==> src/rtl/regfile_wb_if.sv <==
// regfile_wb_if: issue, hazard-query, result and register-file write signals of the writeback controller
interface regfile_wb_if #(
    parameter int XLEN  = 32,
    parameter int XADDR = 5
);
    logic             issue_valid;
    logic [XADDR-1:0] issue_rd;
    logic             issue_ready;
    logic [XADDR-1:0] rs1_addr;
    logic [XADDR-1:0] rs2_addr;
    logic             rs1_busy;
    logic             rs2_busy;
    logic             alu_valid;
    logic             alu_ready;
    logic [XADDR-1:0] alu_rd;
    logic [XLEN-1:0]  alu_data;
    logic             ld_valid;
    logic [XADDR-1:0] ld_rd;
    logic [XLEN-1:0]  ld_data;
    logic             wr_en;
    logic [XADDR-1:0] rd_addr;
    logic [XLEN-1:0]  rd_data;

    modport master (
        output issue_valid, issue_rd, rs1_addr, rs2_addr,
        output alu_valid, alu_rd, alu_data, ld_valid, ld_rd, ld_data,
        input  issue_ready, rs1_busy, rs2_busy, alu_ready, wr_en, rd_addr, rd_data
    );

    modport slave (
        input  issue_valid, issue_rd, rs1_addr, rs2_addr,
        input  alu_valid, alu_rd, alu_data, ld_valid, ld_rd, ld_data,
        output issue_ready, rs1_busy, rs2_busy, alu_ready, wr_en, rd_addr, rd_data
    );
endinterface

==> src/rtl/regfile_writeback_ctrl.sv <==
// regfile_writeback_ctrl: merges load and buffered ALU results into one register-file write port and
// keeps a per-register pending-write scoreboard; define WB_FORWARD_EN to drop busy in the final write cycle
module regfile_writeback_ctrl #(
    parameter int XLEN       = 32,
    parameter int XADDR      = 5,
    parameter int FIFO_DEPTH = 4,
    parameter int CNT_W      = 2
) (
    input logic        clk_i,
    input logic        rst_i,
    regfile_wb_if.slave bus
);
    localparam int PW   = $clog2(FIFO_DEPTH);
    localparam int NREG = 1 << XADDR;
    localparam logic [CNT_W-1:0] CNT_MAX = '1;

    typedef struct packed {
        logic [XADDR-1:0] rd;
        logic [XLEN-1:0]  data;
    } entry_t;

    entry_t           fifo_q [FIFO_DEPTH];
    logic [PW-1:0]    head_q, tail_q;
    logic [PW:0]      count_q, count_d;
    logic [CNT_W-1:0] cnt_q [NREG];
    logic [CNT_W-1:0] cnt_d [NREG];
    logic             wr_en_q, wr_en_d;
    logic [XADDR-1:0] rd_addr_q, rd_addr_d;
    logic [XLEN-1:0]  rd_data_q, rd_data_d;
    logic             full, empty, alu_acc, push, pop, sel_valid, issue_ready, issue_acc;
    entry_t           sel;

    // Loads win the port; otherwise the FIFO head drains, and an ALU result skips the empty FIFO
    always_comb begin
        full      = count_q == (PW+1)'(FIFO_DEPTH);
        empty     = count_q == '0;
        alu_acc   = bus.alu_valid && !full;
        pop       = !bus.ld_valid && !empty;
        push      = alu_acc && (bus.ld_valid || !empty);
        sel_valid = bus.ld_valid || !empty || alu_acc;
        sel       = bus.ld_valid ? entry_t'({bus.ld_rd, bus.ld_data}) :
                    !empty       ? fifo_q[head_q] :
                                   entry_t'({bus.alu_rd, bus.alu_data});
        wr_en_d   = sel_valid && sel.rd != '0;
        rd_addr_d = wr_en_d ? sel.rd : rd_addr_q;
        rd_data_d = wr_en_d ? sel.data : rd_data_q;
        count_d   = count_q + (PW+1)'(push) - (PW+1)'(pop);
    end

    // A saturated counter still accepts an issue when that register retires in the same cycle
    always_comb begin
        issue_ready = bus.issue_rd == '0 || cnt_q[bus.issue_rd] != CNT_MAX ||
                      (wr_en_q && rd_addr_q == bus.issue_rd);
        issue_acc   = bus.issue_valid && issue_ready && bus.issue_rd != '0;
    end

    // Pending-write counters: simultaneous issue and retire cancel; retire at zero is ignored
    always_comb begin
        for (int r = 0; r < NREG; r++) begin
            cnt_d[r] = (issue_acc && bus.issue_rd == XADDR'(r) && wr_en_q && rd_addr_q == XADDR'(r)) ? cnt_q[r] :
                       (issue_acc && bus.issue_rd == XADDR'(r))                                    ? cnt_q[r] + 1'b1 :
                       (wr_en_q && rd_addr_q == XADDR'(r) && cnt_q[r] != '0)                      ? cnt_q[r] - 1'b1 :
                                                                                                      cnt_q[r];
        end
    end

    // FIFO storage needs no reset: entries are only read below the occupancy count
    always_ff @(posedge clk_i) begin
        if (push) fifo_q[tail_q] <= entry_t'({bus.alu_rd, bus.alu_data});
    end

    // Pointers, occupancy, scoreboard and the registered write port
    always_ff @(posedge clk_i) begin
        if (rst_i) begin
            head_q    <= '0;
            tail_q    <= '0;
            count_q   <= '0;
            wr_en_q   <= 1'b0;
            rd_addr_q <= '0;
            rd_data_q <= '0;
            for (int r = 0; r < NREG; r++) cnt_q[r] <= '0;
        end else begin
            head_q    <= head_q + PW'(pop);
            tail_q    <= tail_q + PW'(push);
            count_q   <= count_d;
            wr_en_q   <= wr_en_d;
            rd_addr_q <= rd_addr_d;
            rd_data_q <= rd_data_d;
            for (int r = 0; r < NREG; r++) cnt_q[r] <= cnt_d[r];
        end
    end

    assign bus.issue_ready = issue_ready;
    assign bus.alu_ready   = !full;
    assign bus.wr_en       = wr_en_q;
    assign bus.rd_addr     = rd_addr_q;
    assign bus.rd_data     = rd_data_q;

`ifdef WB_FORWARD_EN
    // The last outstanding write is visible through the register file's write-through read
    assign bus.rs1_busy = cnt_q[bus.rs1_addr] != '0 &&
                          !(cnt_q[bus.rs1_addr] == CNT_W'(1) && wr_en_q && rd_addr_q == bus.rs1_addr);
    assign bus.rs2_busy = cnt_q[bus.rs2_addr] != '0 &&
                          !(cnt_q[bus.rs2_addr] == CNT_W'(1) && wr_en_q && rd_addr_q == bus.rs2_addr);
`else
    assign bus.rs1_busy = cnt_q[bus.rs1_addr] != '0;
    assign bus.rs2_busy = cnt_q[bus.rs2_addr] != '0;
`endif
endmodule

==> src/flat_wrapper.sv <==
// flat-port wrapper written by rule: the top's interface ports become plain ports
module regfile_writeback_ctrl_flat 
#(
    parameter int XLEN       = 32,
    parameter int XADDR      = 5,
    parameter int FIFO_DEPTH = 4,
    parameter int CNT_W      = 2
)
  (clk_i, rst_i, bus_issue_valid, bus_issue_rd, bus_rs1_addr, bus_rs2_addr, bus_alu_valid, bus_alu_rd, bus_alu_data, bus_ld_valid, bus_ld_rd, bus_ld_data, bus_issue_ready, bus_rs1_busy, bus_rs2_busy, bus_alu_ready, bus_wr_en, bus_rd_addr, bus_rd_data);
  regfile_wb_if #(.XLEN(XLEN), .XADDR(XADDR)) bus_i ();
  input logic clk_i;
  input logic rst_i;
  input wire logic [$bits(bus_i.issue_valid)-1:0] bus_issue_valid;
  input wire logic [$bits(bus_i.issue_rd)-1:0] bus_issue_rd;
  input wire logic [$bits(bus_i.rs1_addr)-1:0] bus_rs1_addr;
  input wire logic [$bits(bus_i.rs2_addr)-1:0] bus_rs2_addr;
  input wire logic [$bits(bus_i.alu_valid)-1:0] bus_alu_valid;
  input wire logic [$bits(bus_i.alu_rd)-1:0] bus_alu_rd;
  input wire logic [$bits(bus_i.alu_data)-1:0] bus_alu_data;
  input wire logic [$bits(bus_i.ld_valid)-1:0] bus_ld_valid;
  input wire logic [$bits(bus_i.ld_rd)-1:0] bus_ld_rd;
  input wire logic [$bits(bus_i.ld_data)-1:0] bus_ld_data;
  output wire logic [$bits(bus_i.issue_ready)-1:0] bus_issue_ready;
  output wire logic [$bits(bus_i.rs1_busy)-1:0] bus_rs1_busy;
  output wire logic [$bits(bus_i.rs2_busy)-1:0] bus_rs2_busy;
  output wire logic [$bits(bus_i.alu_ready)-1:0] bus_alu_ready;
  output wire logic [$bits(bus_i.wr_en)-1:0] bus_wr_en;
  output wire logic [$bits(bus_i.rd_addr)-1:0] bus_rd_addr;
  output wire logic [$bits(bus_i.rd_data)-1:0] bus_rd_data;
  assign bus_i.issue_valid = bus_issue_valid;
  assign bus_i.issue_rd = bus_issue_rd;
  assign bus_i.rs1_addr = bus_rs1_addr;
  assign bus_i.rs2_addr = bus_rs2_addr;
  assign bus_i.alu_valid = bus_alu_valid;
  assign bus_i.alu_rd = bus_alu_rd;
  assign bus_i.alu_data = bus_alu_data;
  assign bus_i.ld_valid = bus_ld_valid;
  assign bus_i.ld_rd = bus_ld_rd;
  assign bus_i.ld_data = bus_ld_data;
  assign bus_issue_ready = bus_i.issue_ready;
  assign bus_rs1_busy = bus_i.rs1_busy;
  assign bus_rs2_busy = bus_i.rs2_busy;
  assign bus_alu_ready = bus_i.alu_ready;
  assign bus_wr_en = bus_i.wr_en;
  assign bus_rd_addr = bus_i.rd_addr;
  assign bus_rd_data = bus_i.rd_data;
  regfile_writeback_ctrl #(.XLEN(XLEN), .XADDR(XADDR), .FIFO_DEPTH(FIFO_DEPTH), .CNT_W(CNT_W)) u_core (.clk_i(clk_i), .rst_i(rst_i), .bus(bus_i));
endmodule
==> config.mk <==
export PLATFORM = sky130hd
export DESIGN_NAME = regfile_writeback_ctrl_flat
export DESIGN_NICKNAME = d
export VERILOG_FILES = /design/src/rtl/regfile_wb_if.sv /design/src/rtl/regfile_writeback_ctrl.sv /design/src/flat_wrapper.sv
export SDC_FILE = /design/constraint.sdc
export NUM_CORES = 1
export LEC_CHECK = 0
export CAP_MARGIN = 20
export CORE_MARGIN = 3
export CORE_UTILIZATION = 50
export CTS_CLUSTER_SIZE = 16
export DETAILED_ROUTE_END_ITERATION = 16
export PLACE_DENSITY_LB_ADDON = 0.1
export SLEW_MARGIN = 20
export SYNTH_ARGS = -nofsm -noshare
export SYNTH_HDL_FRONTEND = slang
export SYNTH_SLANG_ARGS = --single-unit
export TNS_END_PERCENT = 10
==> constraint.sdc <==
create_clock -name clk_i -period 7.4 [get_ports clk_i]
set_clock_uncertainty 0.15 [all_clocks]
set_input_delay 1.48 -clock clk_i [delete_from_list [all_inputs] [get_ports clk_i]]
set_output_delay 1.48 -clock clk_i [all_outputs]
set_load 0.01 [all_outputs]
=== Word-level counts from Yosys, hierarchy flattened ===
Memories as Yosys holds them, arrays and structs flattened. A register that Yosys moved wholly into a read port is not among the register bits.
Cells that the tools add are included.

* Memories kept: 2
* Bits in registers: 45
* Bits of input ports: 94
* Memory bits (writable): 212
* Output and inout port bits: 42
* Logic and storage cells: 522

{| class="wikitable"
|+ Memory list
! memory !! depth !! bits a word !! rd ports !! clocked after Yosys merged registers in !! write ports !! RTL line !! text
|-
| u_core.fifo_q || 4 || 37 || 1 || 1 || 1 || regfile_writeback_ctrl.sv:22 || <nowiki>entry_t fifo_q [FIFO_DEPTH];</nowiki>
|-
| u_core.cnt_q || 32 || 2 || 35 || 0 || 32 || regfile_writeback_ctrl.sv:25 || <nowiki>logic [CNT_W-1:0] cnt_q [NREG];</nowiki>
|}

* Reductions and logical operators: 213
* Bitwise logic cells: 32
* Multiplexer cells: 136
* Add/subtract/negate cells: 68
* Equality and inequality tests: 65

{| class="wikitable"
|+ Operators by type and width
! cell !! number
|-
| 2-bit 2-to-1 mux || 129
|-
| 1-bit logical AND || 167
|-
| 5-bit == test (second input constant) || 32
|-
| 5-bit by 4-bit == test with 1-bit output (second input constant) || 16
|-
| 37-bit 2-to-1 mux || 2
|-
| 2-bit nonzero test || 34
|-
| 2-bit by 1-bit adder with 2-bit output (second input constant) || 32
|-
| 2-bit by 1-bit subtractor with 2-bit output (second input constant) || 32
|-
| 5-bit by 3-bit == test with 1-bit output (second input constant) || 8
|-
| 1-bit OR || 32
|-
| 5-bit by 2-bit == test with 1-bit output (second input constant) || 4
|-
| 5-bit by 1-bit == test with 1-bit output (second input constant) || 2
|-
| 5-bit zero test || 2
|-
| 5-bit nonzero test || 2
|-
| 5-bit == test || 1
|-
| 1-bit 2-to-1 mux || 5
|-
| 2-bit by 1-bit adder with 2-bit output || 2
|-
| 1-bit logical OR || 4
|-
| 3-bit by 1-bit adder with 3-bit output || 1
|-
| 3-bit == test (second input constant) || 1
|-
| 1-bit zero test || 3
|-
| 3-bit zero test || 1
|-
| 3-bit by 1-bit subtractor with 3-bit output || 1
|-
| 2-bit inequality test (second input constant) || 1
|}

=== Logic depth before layout (Yosys ltp) ===
An unclocked memory read counts as a cell.

* Depth after elaboration: 11
* Mapped depth: 13
* Gate-level depth less buffers: 10

=== Worst setup path before layout ===
Ideal clock, no wire load.

* Path kind: input to register
* Start point: input port bus_ld_valid
* End point: memory u_core.fifo_q[1][0] (netlist bit) (enable)
* Library setup time: 0.537 ns
* Stages: 4
* Data arrival time: 5.868 ns
* Buffers on the path: 2
* Setup slack: 0.845 ns
* Path through: nor4_1 > clkbuf_1 > clkbuf_1 > nor4b_1

* Word-level cells in the longest chain between the ends: 4

{| class="wikitable"
|+ RTL lines
! what !! RTL line !! text
|-
| start, declared || flat_wrapper.sv:20 || <nowiki>input wire logic [$bits(bus_i.ld_valid)-1:0] bus_ld_valid;</nowiki>
|-
| 1-bit logical OR || regfile_writeback_ctrl.sv:39 || <nowiki>push = alu_acc && (bus.ld_valid || !empty);</nowiki>
|-
| 1-bit logical AND || regfile_writeback_ctrl.sv:39 ||
|-
| 1-bit 2-to-1 mux || regfile_writeback_ctrl.sv:69 || <nowiki>if (push) fifo_q[tail_q] <= entry_t'({bus.alu_rd, bus.alu_data});</nowiki>
|-
| 1-bit 2-to-1 mux (implied by the code) || regfile_writeback_ctrl.sv:69 ||
|-
| end, declared || regfile_writeback_ctrl.sv:22 ||
|}

No other way between the ends.

=== Worst setup path after layout ===
* Start point: input port bus_issue_rd[1]
* End point: output port bus_issue_ready

* Word-level cells in the longest chain between the ends: 4
* Elaborated cells on any way between the ends: 7
* Classes of those cells: eq/ne (2); reduce/logical (4); memory (1)

{| class="wikitable"
|+ RTL lines
! what !! RTL line !! text
|-
| start, declared || flat_wrapper.sv:14 || <nowiki>input wire logic [$bits(bus_i.issue_rd)-1:0] bus_issue_rd;</nowiki>
|-
| memory 32 x 2 bit || n/a ||
|-
| 2-bit inequality test || regfile_writeback_ctrl.sv:52 || <nowiki>issue_ready = bus.issue_rd == '0 || cnt_q[bus.issue_rd] != CNT_MAX ||</nowiki>
|-
| 1-bit logical OR || regfile_writeback_ctrl.sv:52 ||
|-
| 1-bit logical OR * || regfile_writeback_ctrl.sv:52 ||
|-
| end, declared || flat_wrapper.sv:23 || <nowiki>output wire logic [$bits(bus_i.issue_ready)-1:0] bus_issue_ready;</nowiki>
|}

Mark *: on every way between the ends. The rest lies on a longest branch, timed or not.

==> PnR_summary.wiki <==
{| class="wikitable"
! Metric !! Value
|-
| DPL Wire Length || approximately 21,000 um
|-
| Row count || between 50 and 60
|-
| CP Data Arrival Time || 4.51 ns
|-
| Kind of end point of the critical path || output port
|-
| Global-route wire length before repair || between 50,000 and 60,000 um
|-
| Fraction of registers with async set/reset || 0
|-
| Placement-stage cell area || 13,830 um2
|-
| Register area share after synthesis || 0.5412
|-
| Global-route total usage across every layer || 0.2423
|-
| Total Negative Setup Slacks || 0 ns
|-
| Wire length reported by the detailed router || approximately 32,000 um
|-
| Pin count of the biggest net entering global routing || between 60 and 70
|-
| Required arrival time at the worst endpoint || just under 6 ns
|-
| Category of the most critical setup path || input pin to output port
|-
| Initial antenna violation count || 1
|-
| DRC violations left || 0
|-
| Height of the die || between 150 and 200 um
|-
| TritonCTS clock tree || done
|-
| Antenna violation net count after detailed routing || 0
|-
| Post-synthesis net count || ~1,100
|-
| Diodes inserted || 0
|-
| Tightest slew margin relative to the limit || 0.2745
|-
| Total number of vias || a little over 9,000
|-
| Number of enable flip-flop cells after synthesis || around 150
|-
| Layout overhead on the synthesized area || 20.29%
|-
| Peak Freq || ~160 MHz
|-
| Source-to-sink clock delay at the later pin of the worst-skew pair || about 0.54 ns
|-
| Minimum setup slack after placement || between 1 and 1.5 ns
|-
| Transition time of the tightest slew-check pin || roughly 1.1 ns
|-
| Die width || roughly 160 um
|-
| Total congestion overflow || 0
|-
| Top flip-flop cell by instance count after synthesis || sky130_fd_sc_hd__edfxtp_1
|-
| Post-DR vias/cell || 6.242
|-
| Average cell area after synthesis || 11.75 um2
|-
| Postcts setup bufs || 0
|-
| Number of I/O pins || roughly 140
|-
| Outcome || completed
|-
| Number of slew-limit violations in the final report || 0
|-
| Distinct cells, synth || 62
|-
| Hold violation total from the final report || 0
|-
| PnR Total Power || roughly 4.3 mW
|-
| Clock sink count || 257
|-
| Least setup slack across all paths after layout || between 1 and 1.5 ns
|-
| Root buffer cell || sky130_fd_sc_hd__clkbuf_16
|-
| Leakage || ~4.6 nW
|-
| Number of gates given a new drive strength after cts || 0
|-
| Number of global-route vias before repair || 9,139
|-
| Max-Cap Viols || 0
|-
| Area leader, netlist || sky130_fd_sc_hd__edfxtp_1
|-
| Average wire per standard cell || ~21 um
|-
| Quantity of I/O buffers inserted on ports || around 140
|-
| Number of cells produced by synthesis || between 1,000 and 1,500
|-
| IR Drop Worst-Case VDD || 0.1809 mV
|-
| CTS clk-pin slew, worst paths || around 0.060 ns
|-
| Top area cells in the synthesized netlist || sky130_fd_sc_hd__edfxtp_1 (36%), sky130_fd_sc_hd__dfxtp_1 (18%), sky130_fd_sc_hd__mux4_2 (9.6%)
|-
| Final period demand of the worst path || around 6 ns
|-
| Syn Std Cell Area || about 12,000 um2
|-
| Area share of the leading cell type in the synthesized netlist || 0.3630
|-
| Type of the tightest min-delay check || flip-flop to flip-flop
|-
| Layout cells sized above 1 || 0.1330
|-
| Post-synthesis sequential element count || around 260
|-
| Final GP Congestion || a little over 0.9
|-
| Setup repair after global routing missed its margin || no
|-
| Share of the clock period used by the worst path || 0.8303
|-
| Clock buffers created by TritonCTS || 28
|-
| Number of warnings printed during yosys synthesis || 0
|-
| Area of the die || between 20,000 and 30,000 um2
|-
| Initial Utilization || 0.5154
|-
| Length of the first detailed-routing pass in iterations || 7
|-
| P per Cell Area || between 200 and 300 nW/um2
|-
| Max Buffers Root-to-Sink || 3
|-
| Setup crit start kind || input pin
|-
| # nets final || roughly 1,300
|-
| Core Footprint || approximately 24,000 um2
|-
| DRC marker count from the first detailed-route iteration || roughly 1,100
|-
| Setup-violating endpoint count in the final report || 0
|-
| Highest fanout seen on the critical path || 27
|-
| Hold bufs inserted after CTS || 0
|-
| Maximum level of the CTS H-tree || 1
|-
| Finished layout cell area || roughly 15,000 um2
|}
-- cell type report --
type,count,area [um2]
multi-input cells,701,5313
repair buffers,149,1454
flip-flops and latches,257,6629
fillers,1898,9026
clock buffers,39,772.0
well taps,319,399.1
inverters,14,52.55
clock inverters,13,107.6
-- cells by family after synthesis --
family	Yosys count	synth area share
and+or+nand+nor	355	0.1461
xor gates and xnor gates	29	0.02075
DFF	257	0.5412
AOI/OAI and AO/OA	255	0.1572
buffers and inverters	84	0.02892
muxes	56	0.09903
adders and majority gates	6	0.006745
-- cells in the mapped netlist (3+ instances only) --
library cell	number
sky130_fd_sc_hd__a2111oi_0	3
sky130_fd_sc_hd__a2111oi_2	7
sky130_fd_sc_hd__a211oi_1	54
sky130_fd_sc_hd__a21bo_2	3
sky130_fd_sc_hd__a21oi_1	47
sky130_fd_sc_hd__a221oi_1	18
sky130_fd_sc_hd__a221oi_2	6
sky130_fd_sc_hd__a222oi_1	36
sky130_fd_sc_hd__a41oi_1	4
sky130_fd_sc_hd__and2_1	9
sky130_fd_sc_hd__and3_1	13
sky130_fd_sc_hd__buf_1	9
sky130_fd_sc_hd__buf_2	7
sky130_fd_sc_hd__buf_6	3
sky130_fd_sc_hd__clkbuf_1	49
sky130_fd_sc_hd__dfxtp_1	109
sky130_fd_sc_hd__edfxtp_1	148
sky130_fd_sc_hd__ha_1	5
sky130_fd_sc_hd__inv_1	13
sky130_fd_sc_hd__mux2i_1	3
sky130_fd_sc_hd__mux4_2	52
sky130_fd_sc_hd__nand2_1	61
sky130_fd_sc_hd__nand2b_1	14
sky130_fd_sc_hd__nand3_1	19
sky130_fd_sc_hd__nand4_1	10
sky130_fd_sc_hd__nor2_1	133
sky130_fd_sc_hd__nor2b_1	12
sky130_fd_sc_hd__nor3_1	31
sky130_fd_sc_hd__nor4_1	11
sky130_fd_sc_hd__nor4b_1	5
sky130_fd_sc_hd__nor4b_2	7
sky130_fd_sc_hd__o211ai_1	6
sky130_fd_sc_hd__o21ai_0	48
sky130_fd_sc_hd__o311a_1	4
sky130_fd_sc_hd__or2_1	3
sky130_fd_sc_hd__or3_1	13
sky130_fd_sc_hd__or3_4	4
sky130_fd_sc_hd__or3b_2	5
sky130_fd_sc_hd__xnor2_1	19
sky130_fd_sc_hd__xor2_1	10
-- flip-flops by register name, indices dropped and copies added, names as in the netlist --
signal,count
u_core.cnt_q,64
u_core.fifo_q,148
u_core.bus.wr_en,1
u_core.tail_q,2
u_core.head_q,2
u_core.count_q,3
u_core.bus.rd_data,32
u_core.bus.rd_addr,5
-- per-stage QoR --
| step | instances | hold WS [ns] | util |
|---|---|---|---|
| 2_1_floorplan | 1042 | 0.2993 | - |
| 3_3_place_gp | 1440 | 0.3185 | 0.5824 |
| 3_5_place_dp | 1440 | 0.3257 | 0.5824 |
| 4_1_cts | 1492 | 0.3342 | 0.6194 |
| 5_1_grt | 1492 | 0.3595 | 0.6200 |
| 6_report | 1492 | 0.3393 | 0.6200 |
-- critical path, stage by stage --
cell	delay, ns
sky130_fd_sc_hd__clkdlybuf4s50_1	0.70
sky130_fd_sc_hd__buf_4	0.36
sky130_fd_sc_hd__mux2_2	0.37
sky130_fd_sc_hd__o211ai_1	0.16
sky130_fd_sc_hd__a21oi_1	0.10
sky130_fd_sc_hd__o31a_2	0.34
sky130_fd_sc_hd__inv_2	0.36
sky130_fd_sc_hd__clkdlybuf4s50_1	0.63
-- where the power goes --
| group | internal, mW | switching, mW | total, mW | leakage [nW] |
|---|---|---|---|---|
| combinational | 0.523 | 0.587 | 1.11 | 1.96 |
| sequential | 1.72 | 0.136 | 1.85 | 2.24 |
| clock | 0.765 | 0.560 | 1.32 | 0.429 |
-- final timing paths --
check                                  startpoint  cells past startpoint  slack, ns                                  end
setup / recovery                  bus_issue_rd[1]                      8       1.26                      bus_issue_ready
hold / removal    u_core.cnt_q[5][1]$_SDFFE_PP0P_                      2       0.34      u_core.cnt_q[5][1]$_SDFFE_PP0P_
setup reg to reg      u_core.head_q[0]$_SDFF_PP0_                      7       3.61  u_core.bus.rd_data[29]$_SDFFE_PP0P_
hold reg to reg   u_core.cnt_q[5][1]$_SDFFE_PP0P_                      2       0.34      u_core.cnt_q[5][1]$_SDFFE_PP0P_
-- routing by layer --
metal | vias to the layer above | GRT usage | part of all wire
met5 | - | 0 | 0.00041
met4 | 2 | 0.05661 | 0.018
met3 | 51 | 0.05214 | 0.087
met2 | 380 | 0.3919 | 0.47
met1 | 4547 | 0.3384 | 0.43
li1 | 4333 | - | -
-- cell usage in the layout, fill, tap and decap left out, types with 7 or more instances in the layout --
| cell | netlist | routed |
|---|---|---|
| sky130_fd_sc_hd__a21oi_1 | 47 | 47 |
| sky130_fd_sc_hd__a221oi_1 | 18 | 18 |
| sky130_fd_sc_hd__dfxtp_1 | 109 | 107 |
| sky130_fd_sc_hd__nor2_1 | 133 | 131 |
| sky130_fd_sc_hd__nor4_1 | 11 | 9 |
| sky130_fd_sc_hd__nand2b_1 | 14 | 14 |
| sky130_fd_sc_hd__xnor2_1 | 19 | 19 |
| sky130_fd_sc_hd__clkbuf_16 | 0 | 28 |
| sky130_fd_sc_hd__o21ai_0 | 48 | 48 |
| sky130_fd_sc_hd__nor4b_2 | 7 | 8 |
| sky130_fd_sc_hd__nand3_1 | 19 | 19 |
| sky130_fd_sc_hd__xor2_1 | 10 | 10 |
| sky130_fd_sc_hd__a222oi_1 | 36 | 36 |
| sky130_fd_sc_hd__clkbuf_1 | 49 | 8 |
| sky130_fd_sc_hd__nand4_1 | 10 | 10 |
| sky130_fd_sc_hd__and3_1 | 13 | 12 |
| sky130_fd_sc_hd__a2111oi_2 | 7 | 7 |
| sky130_fd_sc_hd__clkdlybuf4s50_1 | 0 | 134 |
| sky130_fd_sc_hd__edfxtp_1 | 148 | 148 |
| sky130_fd_sc_hd__inv_1 | 13 | 13 |
| sky130_fd_sc_hd__nor2b_1 | 12 | 12 |
| sky130_fd_sc_hd__nor3_1 | 31 | 30 |
| sky130_fd_sc_hd__nand2_1 | 61 | 61 |
| sky130_fd_sc_hd__a211oi_1 | 54 | 54 |
| sky130_fd_sc_hd__and2_1 | 9 | 9 |
| sky130_fd_sc_hd__mux4_2 | 52 | 52 |
| sky130_fd_sc_hd__or3_1 | 13 | 13 |
| sky130_fd_sc_hd__buf_4 | 2 | 15 |
(Power assumes the default switching activity.)
